===== src/rtl/adc_volt_meas.sv =====
// adc_volt_meas: ADC sample-clock generator, start-up zero-point calibration,
// window averaging and conversion to a signed millivolt magnitude.
//
// state  | meaning
// CAL    | sum 2^CAL_LOG2 samples; mid = zero-point code
// DIV_P  | K_P = (FULL_MV<<13)/(255-mid), one quotient bit per cycle
// DIV_N  | K_N = (FULL_MV<<13)/mid, one quotient bit per cycle
// RUN    | average 2^AVG_LOG2-sample windows and convert to mV
module adc_volt_meas #(
    parameter int AD_CLK_DIV = 4,
    parameter int CAL_LOG2   = 10,
    parameter int AVG_LOG2   = 4,
    parameter int FULL_MV    = 5000
) (
    input  logic        sys_clk,
    input  logic        sys_rst_n,
    input  logic [7:0]  ad_data,
    input  logic        recal,
    output logic        ad_clk,
    output logic [15:0] volt,
    output logic        sign,
    output logic        volt_vld,
    output logic        cal_done
);
    localparam int DCW = $clog2(AD_CLK_DIV);
    localparam int AW  = CAL_LOG2 + 8;
    localparam int QW  = 26;
    localparam logic [QW-1:0] DIVIDEND  = QW'(FULL_MV * 8192);
    localparam logic [4:0]    LAST_STEP = 5'(QW - 1);

    typedef enum logic [1:0] {ST_CAL, ST_DIV_P, ST_DIV_N, ST_RUN} state_e;
    state_e state_q, state_d;

    logic [DCW-1:0]      div_cnt_q, div_cnt_d;
    logic                ad_clk_q;
    logic                samp_en;

    logic [AW-1:0]       acc_q, acc_sum;
    logic [CAL_LOG2-1:0] cnt_q;
    logic                cal_last, win_last;
    logic [7:0]          mid_q;
    logic [QW-1:0]       kp_q, kn_q;

    logic [7:0]          rem_q, rem_nx, divisor;
    logic [8:0]          rem_sh;
    logic                rem_ge;
    logic [QW-1:0]       quo_q, quo_nx;
    logic [4:0]          step_q;
    logic                div_last;

    logic [7:0]          avg_q, diff_q;
    logic [QW-1:0]       k_q;
    logic [33:0]         prod_q;
    logic                v0_q, v1_q, v2_q, sgn1_q, sgn2_q;
    logic [15:0]         volt_q;
    logic                sign_q, vld_q;
    logic                unused_prod;

    // Sample-clock divider and sample strobe; ad_clk is registered from the next count
    always_comb begin
        samp_en   = (div_cnt_q == DCW'(AD_CLK_DIV - 1));
        div_cnt_d = samp_en ? '0 : div_cnt_q + 1'b1;
    end

    // Divider phase counter and ad_clk register; recal deliberately does not touch them
    always_ff @(posedge sys_clk) begin
        if (!sys_rst_n) begin
            div_cnt_q <= '0;
            ad_clk_q  <= 1'b1;
        end else begin
            div_cnt_q <= div_cnt_d;
            ad_clk_q  <= (div_cnt_d < DCW'(AD_CLK_DIV / 2));
        end
    end

    // Sample bookkeeping and one restoring-divider step
    always_comb begin
        acc_sum  = acc_q + AW'(ad_data);
        cal_last = samp_en && (cnt_q == '1);
        win_last = samp_en && (cnt_q[AVG_LOG2-1:0] == '1);
        div_last = (step_q == LAST_STEP);
        divisor  = (state_q == ST_DIV_P) ? 8'd255 - mid_q : mid_q;
        if (divisor == 8'd0) begin
            divisor = 8'd1;
        end
        rem_sh = {rem_q, DIVIDEND[LAST_STEP - step_q]};
        rem_ge = (rem_sh >= {1'b0, divisor});
        rem_nx = rem_ge ? 8'(rem_sh - {1'b0, divisor}) : rem_sh[7:0];
        quo_nx = {quo_q[QW-2:0], rem_ge};
    end

    // FSM state register
    always_ff @(posedge sys_clk) begin
        if (!sys_rst_n) begin
            state_q <= ST_CAL;
        end else begin
            state_q <= state_d;
        end
    end

    // FSM next-state logic; recal overrides everything
    always_comb begin
        state_d = state_q;
        if (recal) begin
            state_d = ST_CAL;
        end else begin
            case (state_q)
                ST_CAL:   if (cal_last) state_d = ST_DIV_P;
                ST_DIV_P: if (div_last) state_d = ST_DIV_N;
                ST_DIV_N: if (div_last) state_d = ST_RUN;
                default:  state_d = ST_RUN;
            endcase
        end
    end

    // FSM outputs
    always_comb begin
        cal_done = (state_q == ST_RUN);
    end

    // Accumulator, sample counter, divider registers and calibration factors
    always_ff @(posedge sys_clk) begin
        if (!sys_rst_n) begin
            acc_q  <= '0;
            cnt_q  <= '0;
            rem_q  <= '0;
            quo_q  <= '0;
            step_q <= '0;
            mid_q  <= '0;
            kp_q   <= '0;
            kn_q   <= '0;
        end else begin
            if (recal || (state_d != state_q)) begin
                acc_q  <= '0;
                cnt_q  <= '0;
                rem_q  <= '0;
                quo_q  <= '0;
                step_q <= '0;
            end else if (state_q == ST_CAL || state_q == ST_RUN) begin
                if (samp_en) begin
                    if (state_q == ST_RUN && win_last) begin
                        acc_q <= '0;
                        cnt_q <= '0;
                    end else begin
                        acc_q <= acc_sum;
                        cnt_q <= cnt_q + 1'b1;
                    end
                end
            end else begin
                rem_q  <= rem_nx;
                quo_q  <= quo_nx;
                step_q <= step_q + 5'd1;
            end
            if (!recal) begin
                if (state_q == ST_CAL && cal_last) mid_q <= acc_sum[AW-1 -: 8];
                if (state_q == ST_DIV_P && div_last) kp_q <= quo_nx;
                if (state_q == ST_DIV_N && div_last) kn_q <= quo_nx;
            end
        end
    end

    // Conversion pipeline: average -> signed difference -> product -> saturated mV
    always_ff @(posedge sys_clk) begin
        if (!sys_rst_n) begin
            avg_q  <= '0;
            v0_q   <= 1'b0;
            diff_q <= '0;
            k_q    <= '0;
            sgn1_q <= 1'b0;
            v1_q   <= 1'b0;
            prod_q <= '0;
            sgn2_q <= 1'b0;
            v2_q   <= 1'b0;
            volt_q <= '0;
            sign_q <= 1'b0;
            vld_q  <= 1'b0;
        end else if (recal) begin
            v0_q  <= 1'b0;
            v1_q  <= 1'b0;
            v2_q  <= 1'b0;
            vld_q <= 1'b0;
        end else begin
            v0_q <= (state_q == ST_RUN) && win_last;
            if ((state_q == ST_RUN) && win_last) avg_q <= acc_sum[AVG_LOG2 +: 8];
            v1_q <= v0_q;
            if (avg_q > mid_q) begin
                diff_q <= avg_q - mid_q;
                k_q    <= kp_q;
                sgn1_q <= 1'b0;
            end else if (avg_q < mid_q) begin
                diff_q <= mid_q - avg_q;
                k_q    <= kn_q;
                sgn1_q <= 1'b1;
            end else begin
                diff_q <= '0;
                k_q    <= kp_q;
                sgn1_q <= 1'b0;
            end
            v2_q   <= v1_q;
            prod_q <= 34'(diff_q) * 34'(k_q);
            sgn2_q <= sgn1_q;
            vld_q  <= v2_q;
            if (v2_q) begin
                volt_q <= (|prod_q[33:29]) ? 16'hFFFF : prod_q[28:13];
                sign_q <= sgn2_q;
            end
        end
    end

    assign unused_prod = ^prod_q[12:0];
    assign ad_clk      = ad_clk_q;
    assign volt        = volt_q;
    assign sign        = sign_q;
    assign volt_vld    = vld_q;
endmodule


===== config.mk =====
export PLATFORM = sky130hd
export DESIGN_NAME = adc_volt_meas
export DESIGN_NICKNAME = d
export VERILOG_FILES = /design/src/rtl/adc_volt_meas.sv
export SDC_FILE = /design/constraint.sdc
export NUM_CORES = 1
export LEC_CHECK = 0
export BUFFER_PORTS_ARGS = -buffer_cell sky130_fd_sc_hd__buf_4
export CORE_MARGIN = 10
export CORE_UTILIZATION = 40
export DETAILED_ROUTE_END_ITERATION = 8
export GPL_TIMING_DRIVEN = 0
export RECOVER_POWER = 50
export SETUP_SLACK_MARGIN = 0.05
export SLEW_MARGIN = 20
export SYNTH_ARGS = -nofsm -noshare
export SYNTH_HDL_FRONTEND = slang
export SYNTH_SLANG_ARGS = --single-unit

===== constraint.sdc =====
create_clock -name sys_clk -period 5.7 [get_ports sys_clk]
set_input_delay 0.57 -clock sys_clk [delete_from_list [all_inputs] [get_ports sys_clk]]
set_output_delay 0.57 -clock sys_clk [all_outputs]
set_load 0.005 [all_outputs]

; ---- After elaboration in Yosys (flattened, before gate mapping)
; Memories as Yosys holds them, arrays and structs flattened.
; Index checks and enable logic that the tools add are counted.
[classes]
addsub = 9
multipliers = 1
order_cmp = 5
eq_ne = 8
mux = 19
bitwise_logic = 2
n_reduce_logical = 19
[op_table]
columns = op, count
row1 = $mux W26, 2
row2 = $mux W8, 5
row3 = $mul A8 B26 Y34, 1
row4 = $sub A8 B8 Y8, 3
row5 = $add A18 B8 Y18, 1
row6 = $mux W18, 1
row7 = $mux W16, 1
row8 = $reduce_and A2 Y1, 6
row9 = $add A10 B1 Y10 const B, 1
row10 = $eq A10 B10 Y1 const B, 1
row11 = $mux W10, 1
row12 = $mux W2, 5
row13 = $ge A9 B8 Y1, 1
row14 = $gt A8 B8 Y1, 1
row15 = $logic_not A8 Y1, 1
row16 = $lt A8 B8 Y1, 1
row17 = $sub A8 B8 Y8 const A, 1
row18 = $eq A2 B2 Y1 const B, 3
row19 = $logic_and A1 B1 Y1, 6
row20 = $lt A5 B6 Y1 const B, 1
row21 = $pmux W2 S3, 1
row22 = $add A5 B1 Y5 const B, 1
row23 = $eq A5 B5 Y1 const B, 1
row24 = $reduce_or A5 Y1, 1
row25 = 11 further kinds, 16
[word_totals]
ff_bits = 230
romBits = 32
inputBits = 11
elab_cells = 87
n_memories = 1
[memory_table]
columns = name, depth, width, rd, rd_ports_with_merged_regs, wr, line
row1 = (name not given), 32, 1, 1, 0, 0, 86  ; rem_sh = {rem_q, DIVIDEND[LAST_STEP - step_q]};

; ---- Longest topological paths before layout
; Gate-level depths: netlist of the first run.
[depth]
ltp_word = 8
ltp_mapped = 20

; ---- Worst setup path before layout of the first run
; No wires, ideal clock.
[synth_timing]
path_type = flip-flop to flip-flop
from = register diff_q[7]
to = register prod_q[28]
setup_time_ns = 0.122
t_arrival_ns = 4.726
path_slack_ns = 0.853
path_stages_with_launch = 19
n_path_buf = 2
period_less_slack_ns = 4.847
cell_sequence = dfxtp_1 > clkbuf_1 > and2_1 > fa_1 > fa_1 > fa_1 > inv_1 > fa_1 > inv_1 > ha_1 > clkbuf_1 > a21o_1 > a31oi_1 > o2bb2ai_1 > nor4_1 > nor2_1 > a31oi_1 > nor3_1 > a221o_1
[synth_via]
elab_chain_cells = 1
[synth_rtl]
columns = element, line
row1 = "start, declared", 51  ; logic [7:0] avg_q, diff_q;
row2 = "start signal, assigned", 187  ; diff_q <= avg_q - mid_q;
row3 = "start signal, assigned", 191  ; diff_q <= mid_q - avg_q;
row4 = $mul A8 B26 Y34, 200  ; prod_q <= 34'(diff_q) * 34'(k_q);
row5 = "end signal, assigned", 200
row6 = "end, declared", 53  ; logic [33:0] prod_q;
; No other way between the ends.
; A chain may end at the register's enable or synchronous reset.

; ---- Worst setup path after layout of the first run
[layout_timing]
from = register diff_q[5]
to = register prod_q[27]
; Same word-level chain as after synthesis.

==> results of run 1 <==
## layer usage
layer,track usage,routed length [µm],vias to the layer above
met2,0.298,20000,243
met4,0.0449,1100,0
met3,0.0206,1810,73
met5,0,0,-
li1,-,-,6193
met1,0.235,19600,6260
## state kept, by name (all words and copies together) (netlist names), 2 cells and up
register,flops
k_q,26
kn_q,26
kp_q,26
quo_q,25
prod_q,21
acc_q,18
volt,16
cnt_q,10
avg_q,8
diff_q,8
mid_q,8
rem_q,8
step_q,5
div_cnt_q,2
state_q,2
## power groups by stage
stage               clock [mW]  sequential (mW)  combinational, mW
global route              1.81             1.57              0.261
global placement             0             1.60              0.229
detailed placement           0             1.60              0.233
CTS                       1.75             1.57              0.235
floorplan                    0             1.58              0.157
finish                    1.71             1.57              0.233
## layout make-up
cell class                      count  area (µm²)
Buffer                             94         379
Clock buffer                       26         628
Clock inverter                     18         262
Fill cell                        3983       21900
Inverter                          174         653
Multi-Input combinational cell   1348       10700
Sequential cell                   217        4350
Tap cell                          525         657
Timing Repair Buffer               28         184
## final timing paths
check / end / slack (ns) / cells past startpoint
setup / recovery: prod_q[27] / 0.15 / 16
hold / removal: div_cnt_q[0] / 0.43 / 1
setup reg to reg: prod_q[27] / 0.15 / 16
hold reg to reg: div_cnt_q[0] / 0.43 / 1
## critical path: cells and delay by family (launching register included)
family                     cells  cell delay (ns)
and+or+nand+nor                3             0.46
AOI/OAI and AO/OA              6             1.67
buffers and inverters          2             0.41
DFF                            1             0.47
adders and majority gates      5             2.40
## repair_timing
| action | CTS | global route |
|---|---|---|
| gates resized for setup | 24 | 6 |
| endpoints found under the setup margin | 17 | 8 |
| pin swaps | 0 | 1 |
| setup buffers | 0 | 0 |
## through the flow
stage | TNS (ns) | hold slack (ns) | area (µm²)
floorplan | 0 | 0.398 | 16100
global route | 0 | 0.448 | 17800
CTS | 0 | 0.427 | 17900
detailed placement | -3.73 | 0.418 | 16900
global placement | -3.57 | 0.407 | 16900
finish | 0 | 0.425 | 17800
## cell usage after synthesis (13+ instances only)
cell type,number
nand2_1,231
dfxtp_1,217
inv_1,172
and2_1,168
fa_1,147
a21oi_1,123
nor2_1,118
ha_1,90
clkbuf_1,73
mux2i_1,63
o21ai_0,52
xnor2_1,35
a21o_1,31
o211a_1,26
and3_1,25
nand3_1,22
xor2_1,22
a211oi_1,17
nand4_1,17
nor3_1,17
o221a_2,16
a31oi_1,13
## cell usage in the layout (no fill, tap or decap), drive strengths merged, types with 7 or more instances in the layout
cell    instances
buf            24
or3             7
and3           25
nand4          18
xnor2          36
nand2b          7
nor2          118
xor2           22
o211ai         11
inv           173
nor3           17
o211a          26
nand3          22
a21o           31
ha             90
nand2         231
mux2i          63
a31oi          13
a211oi         23
fa            147
and2          169
clkbuf        124
clkinv         10
o221a          16
o21bai          8
a21oi         124
dfxtp         217
a22oi           9
nor2b          11
o21ai          52
## kinds of logic (layout without fill, tap and decap cells)
group,Yosys count,count (layout),share of synthesized area
multiplexers,63,63,0.0392
adder cells (fa/ha/maj),237,237,0.253
XOR/XNOR,58,58,0.0321
AND/OR/NAND/NOR,640,640,0.194
flip-flops,217,217,0.270
AO/OA/AOI/OAI,350,350,0.148
buffers and inverters,268,340,0.0634
==> results.md, run 1 <==
- Period utilization: 0.974
- Routed wire per std cell: 17.5 µm
- Worst slack at placement: -0.544 ns
- Nets: 2135
- Die width: 220 µm
- Max Slew Vio Count: 0
- H-tree Lvls: 1
- Post-Syn Area per Cell: 8.77 µm²
- Share of power burned in registers: 0.446
- Global Route Usage Sum: 0.176
- Number of enable flip-flop cells after synthesis: 0
- Outcome: complete, no violations
- Largest net degree at the start of global routing: 15
- Clock transition at path regs: 0.06 ns
- Switch Pwr: 0.865 mW
- Critical path data required time: 6.10 ns
- Final WL: 42600 µm
- Setup Viol. Count Final: 0
- Worst path cell trace: clkbuf_2, nand2_1, fa_1, fa_1, inv_1, fa_1, fa_1, ha_1, and3_1, a221oi_2, a21boi_0, o31a_1, a31oi_4, o21ai_1, nand3_1, o211ai_1
- Main synth FF type: dfxtp_1
- Routed vias: 12.8k
- Worst clock skew: 0.0170 ns
- Final Hold Viols: 0
- # rows: 73
- Hold_sp: div_cnt_q[0]
- GP Congestion: 0.906
- Clk Latency, worst-skew pair: 0.54 ns
- Area delta synth->final: 11.0%
- Port bufs: 28
- Vias in the first global route: 13.0k
- Post-route DRC: 0
- DR pass1 iterations: 5
- CTS buffer count: 24
- Netlist cell types: 62
- Drt via density: 5.25
- CTS Hold Buffers Added: 0
- Iter 0 DRT Violations: 791
- Syn_nets: 2081
- Comb power frac: 0.066
- CP Launch Point: diff_q[5]
- Dpl hpwl: 32900 µm
- Worst reg2reg startpoint: diff_q[5]
- Area contributors post-synth: dfxtp_1 27%, fa_1 18%, ha_1 7.0%
- Async S/R FF share, synth: 0
- Power density over cell area: 197 mW/mm²
- Synth Register Bits: 217
- Core area: 0.0397 mm²
- WS Path Type: reg -> reg
- Actual slew at the worst max-slew pin: 0.907 ns
- Worst setup SP type: flop
- Biggest area consumer among synthesized cells: dfxtp_1
- Die area: 0.0486 mm²
- Post-route minimum period: 5.55 ns
- P_int: 2.65 mW
- Sink Count: 217
- Crit-path max cell delay: 0.56 ns
- Post-layout util: 0.449
- Die Y-Extent: 220 µm
- Number of max-cap violations: 0
- CTS tree: done
- IO Count: 31
- Share of layout cells above drive strength 1: 0.0656
- # diodes: 0
- ANT nets after route: 0
- Crit-path most repeated cell: fa_1
- Synth warn: 0
- Slew margin rel.: 0.395
- Max Freq: 180 MHz
- Switching fraction of total power: 0.246
- Dpl cells: 2386
- Static Leak: 7.96 nW
- Highest-delay cell along the critical path: fa_1
- Setup ws final: 0.150 ns
- CP max FO: 10
- Worst Hold Class: reg -> reg
- Worst setup EP type: flop
- Initial antenna violation count: 0
- Clock root cell: clkbuf_16
- Total Power: 3.51 mW
- RSZ-0062 raised after global routing: true
- Top cell type's share of synthesized area: 0.270
- GRT Residual Overflow: 0
- Worst EP arrival: 5.95 ns
- Gate Count Post-Synth: 1833
- First-pass GRT wire length: 69300 µm
- Starting density of the core: 0.405
- Post-route insts no fill: 2430
- Post-synthesis sequential area ratio: 0.270
- Power share of the clock group: 0.488
- Max Buffers Root-to-Sink: 3
- Post-Syn Area: 0.0161 mm²
- Max VDD drop: 0.000200 V
(Power assumes the default switching activity.)
==> inputs of run 2 (changes only) <==
--- a/config.mk
+++ b/config.mk
@@ -7,7 +7,7 @@
 export LEC_CHECK = 0
 export BUFFER_PORTS_ARGS = -buffer_cell sky130_fd_sc_hd__buf_4
 export CORE_MARGIN = 10
-export CORE_UTILIZATION = 40
+export CORE_UTILIZATION = 35
 export DETAILED_ROUTE_END_ITERATION = 8
 export GPL_TIMING_DRIVEN = 0
 export RECOVER_POWER = 50
==> run 2 against run 1 <==
Effect of this change: sequential power is essentially flat; first-iteration DRC count grew 15%; cell count grew 3.3%; critical endpoint unchanged.
==> results.md, run 2 (synthesis results as in run 1) <==
- Worst Hold End: div_cnt_q[0]
- Comb power frac: 0.067 (about the same)
- Post-route minimum period: 5.40 ns (-0.153 ns)
- Clock transition at path regs: 0.06 ns (about the same)
- Max Buffers Root-to-Sink: 3 (unchanged)
- Dpl cells: 2461 (+3.1%)
- Final WL: 42500 µm (-0.31%)
- Critical path data required time: 6.14 ns (+0.04 ns)
- Nets: 2137 (+0.094%)
- # rows: 78 (+6.8%)
- Commonest cells after routing, fill and taps aside: 231 x nand2_1, 211 x dfxtp_1, 173 x inv_1
- Die Y-Extent: 234 µm (+6.3%)
- Outcome: complete, no violations
- CTS buffer count: 26 (+8.3%)
- CTS Hold Buffers Added: 0 (unchanged)
- Routed vias: 12.9k (+1.1%)
- Switching fraction of total power: 0.251 (+0.00478)
- Starting density of the core: 0.354 (-0.0504)
- Period utilization: 0.947 (-0.0269)
- Hold_sp: div_cnt_q[0]
- Hold Path Depth: 1 (unchanged)
- Area delta synth->final: 11.5%
- Worst slack at placement: -0.471 ns (+0.0728 ns)
- GRT Residual Overflow: 0 (unchanged)
- Worst setup EP type: flop
- Global Route Usage Sum: 0.155 (-0.0206)
- Final instance area: 0.0179 mm² (+0.43%)
- Top Registers: k_q: 26 flops, kn_q: 26 flops, kp_q: 26 flops
- Post-layout util: 0.395 (-0.0542)
- CP max FO: 10 (unchanged)
- Largest net degree at the start of global routing: 15 (unchanged)
- Crit Reg-Reg Endpoint: prod_q[27]
- Post-route insts no fill: 2509 (+3.3%)
- Final Hold Viols: 0 (unchanged)
- Power density over cell area: 191 mW/mm² (-2.7%)
- Setup ws final: 0.303 ns (+0.153 ns)
- Power share of the clock group: 0.476 (-0.012)
- Setup Viol. Count Final: 0 (unchanged)
- Number of max-cap violations: 0 (unchanged)
- RSZ-0062 raised after global routing: true
- Routed wire per std cell: 16.9 µm (-3.4%)
- Clk Latency, worst-skew pair: 0.57 ns (+0.03 ns)
- Cell depth of the worst flop-to-flop path: 16 (unchanged)
- First-pass GRT wire length: 69200 µm (-0.17%)
- Sum Neg Setup Slack: 0 ns (unchanged)
- Port bufs: 28 (unchanged)
- P_int: 2.57 mW (-2.9%)
- Core area: 0.0454 mm² (+14%)
- Static Leak: 7.97 nW (+0.15%)
- Share of power burned in registers: 0.457 (+0.011)
- Slew margin rel.: 0.391 (-0.00387)
- Worst clock skew: 0.0205 ns (+0.00356 ns)
- GP Congestion: 0.904 (-0.22%)
- Worst EP arrival: 5.84 ns (-0.11 ns)
- WS Path Type: reg -> reg
- DR pass1 iterations: 7 (+2)
- CTS tree: done
- Flop2flop setup slack: 0.30 ns (+0.15 ns)
- Placed cell areas: 0.0170 mm² (+0.55%)
- Drt via density: 5.15 (-2.1%)
- Max Slew Vio Count: 0 (unchanged)
- Most common cell after layout, fill and taps aside: nand2_1
- Worst Hold Class: reg -> reg
- Clock root cell: clkbuf_16
- Sink Count: 217 (unchanged)
- Die width: 234 µm (+6.3%)
- IO Count: 31 (unchanged)
- Die area: 0.0549 mm² (+13%)
- H-tree Lvls: 1 (unchanged)
- Max Freq: 185 MHz (+2.8%)
- Total Power: 3.43 mW (-2.3%)
- Dpl hpwl: 32600 µm (-0.77%)
- ANT nets after route: 0 (unchanged)
- Initial antenna violation count: 0 (unchanged)
- # diodes: 0 (unchanged)
- Worst hold slack: 0.425 ns (-0.000159 ns)
- Worst reg2reg startpoint: diff_q[4]
- Vias in the first global route: 12.9k (-0.40%)
- Iter 0 DRT Violations: 907 (+15%)
- Switch Pwr: 0.862 mW (-0.38%)
- Worst setup SP type: flop
- Max VDD drop: 0.000205 V (+2.6%)
- Actual slew at the worst max-slew pin: 0.911 ns (+0.00383 ns)
- Post-route DRC: 0 (unchanged)
- Share of layout cells above drive strength 1: 0.0655 (-0.000137)
run 2: what timing repair did:
action                                  in CTS  in global routing
buffers inserted                             0                  0
pin swaps                                    0                  1
endpoints found under the setup margin      16                 12
cloned                                       0                  0
gates resized for setup                     20                 35
run 2: how the worst max path moves through the flow:
stage	startpoint	endpoint	slack, ns	depth (start not counted)
2_1_floorplan	diff_q[7]	prod_q[28]	0.85	18
3_3_place_gp	diff_q[7]	prod_q[27]	-0.49	16
3_5_place_dp	diff_q[7]	prod_q[27]	-0.47	16
4_1_cts	diff_q[7]	prod_q[27]	0.08	16
5_1_grt	diff_q[7]	prod_q[32]	0.05	17
6_report	diff_q[4]	prod_q[27]	0.30	16
run 2: final cells by class:
type | instances | area (µm²)
fill | 4623 | 27500
multi-input combinational | 1348 | 10700
sequential | 217 | 4360
tap | 600 | 751
clock buffer | 39 | 749
inverter | 174 | 653
buffer | 94 | 399
timing repair buffer | 28 | 184
clock inverter | 9 | 101
run 2: worst max-delay path, stage by stage, from the launching register on:
cell,delay (ns)
dfxtp_2,0.48
clkbuf_4,0.29
nand2_1,0.10
fa_1,0.55
fa_1,0.50
inv_1,0.05
fa_1,0.50
fa_1,0.50
ha_1,0.33
and3_1,0.22
a221oi_2,0.33
a21boi_0,0.23
o31a_1,0.42
a31oi_2,0.36
o21ai_1,0.21
nand3_1,0.12
o211ai_1,0.09
run 2: power by group through the flow:
stage	Combinational, mW	Clock (mW)	Sequential [mW]
3_3_place_gp	0.227	0	1.60
2_1_floorplan	0.157	0	1.58
4_1_cts	0.232	1.67	1.57
3_5_place_dp	0.231	0	1.60
6_report	0.231	1.63	1.57
5_1_grt	0.260	1.73	1.57
run 2: layer usage:
layer  part of all wire  track usage  up-vias  routed length, µm
met2               0.47        0.258      273              20000
met5                  0            0        -                  0
met4              0.030       0.0525        0               1260
li1                   -            -     6211                  -
met3              0.039       0.0201       67               1660
met1               0.46        0.206     6360              19600
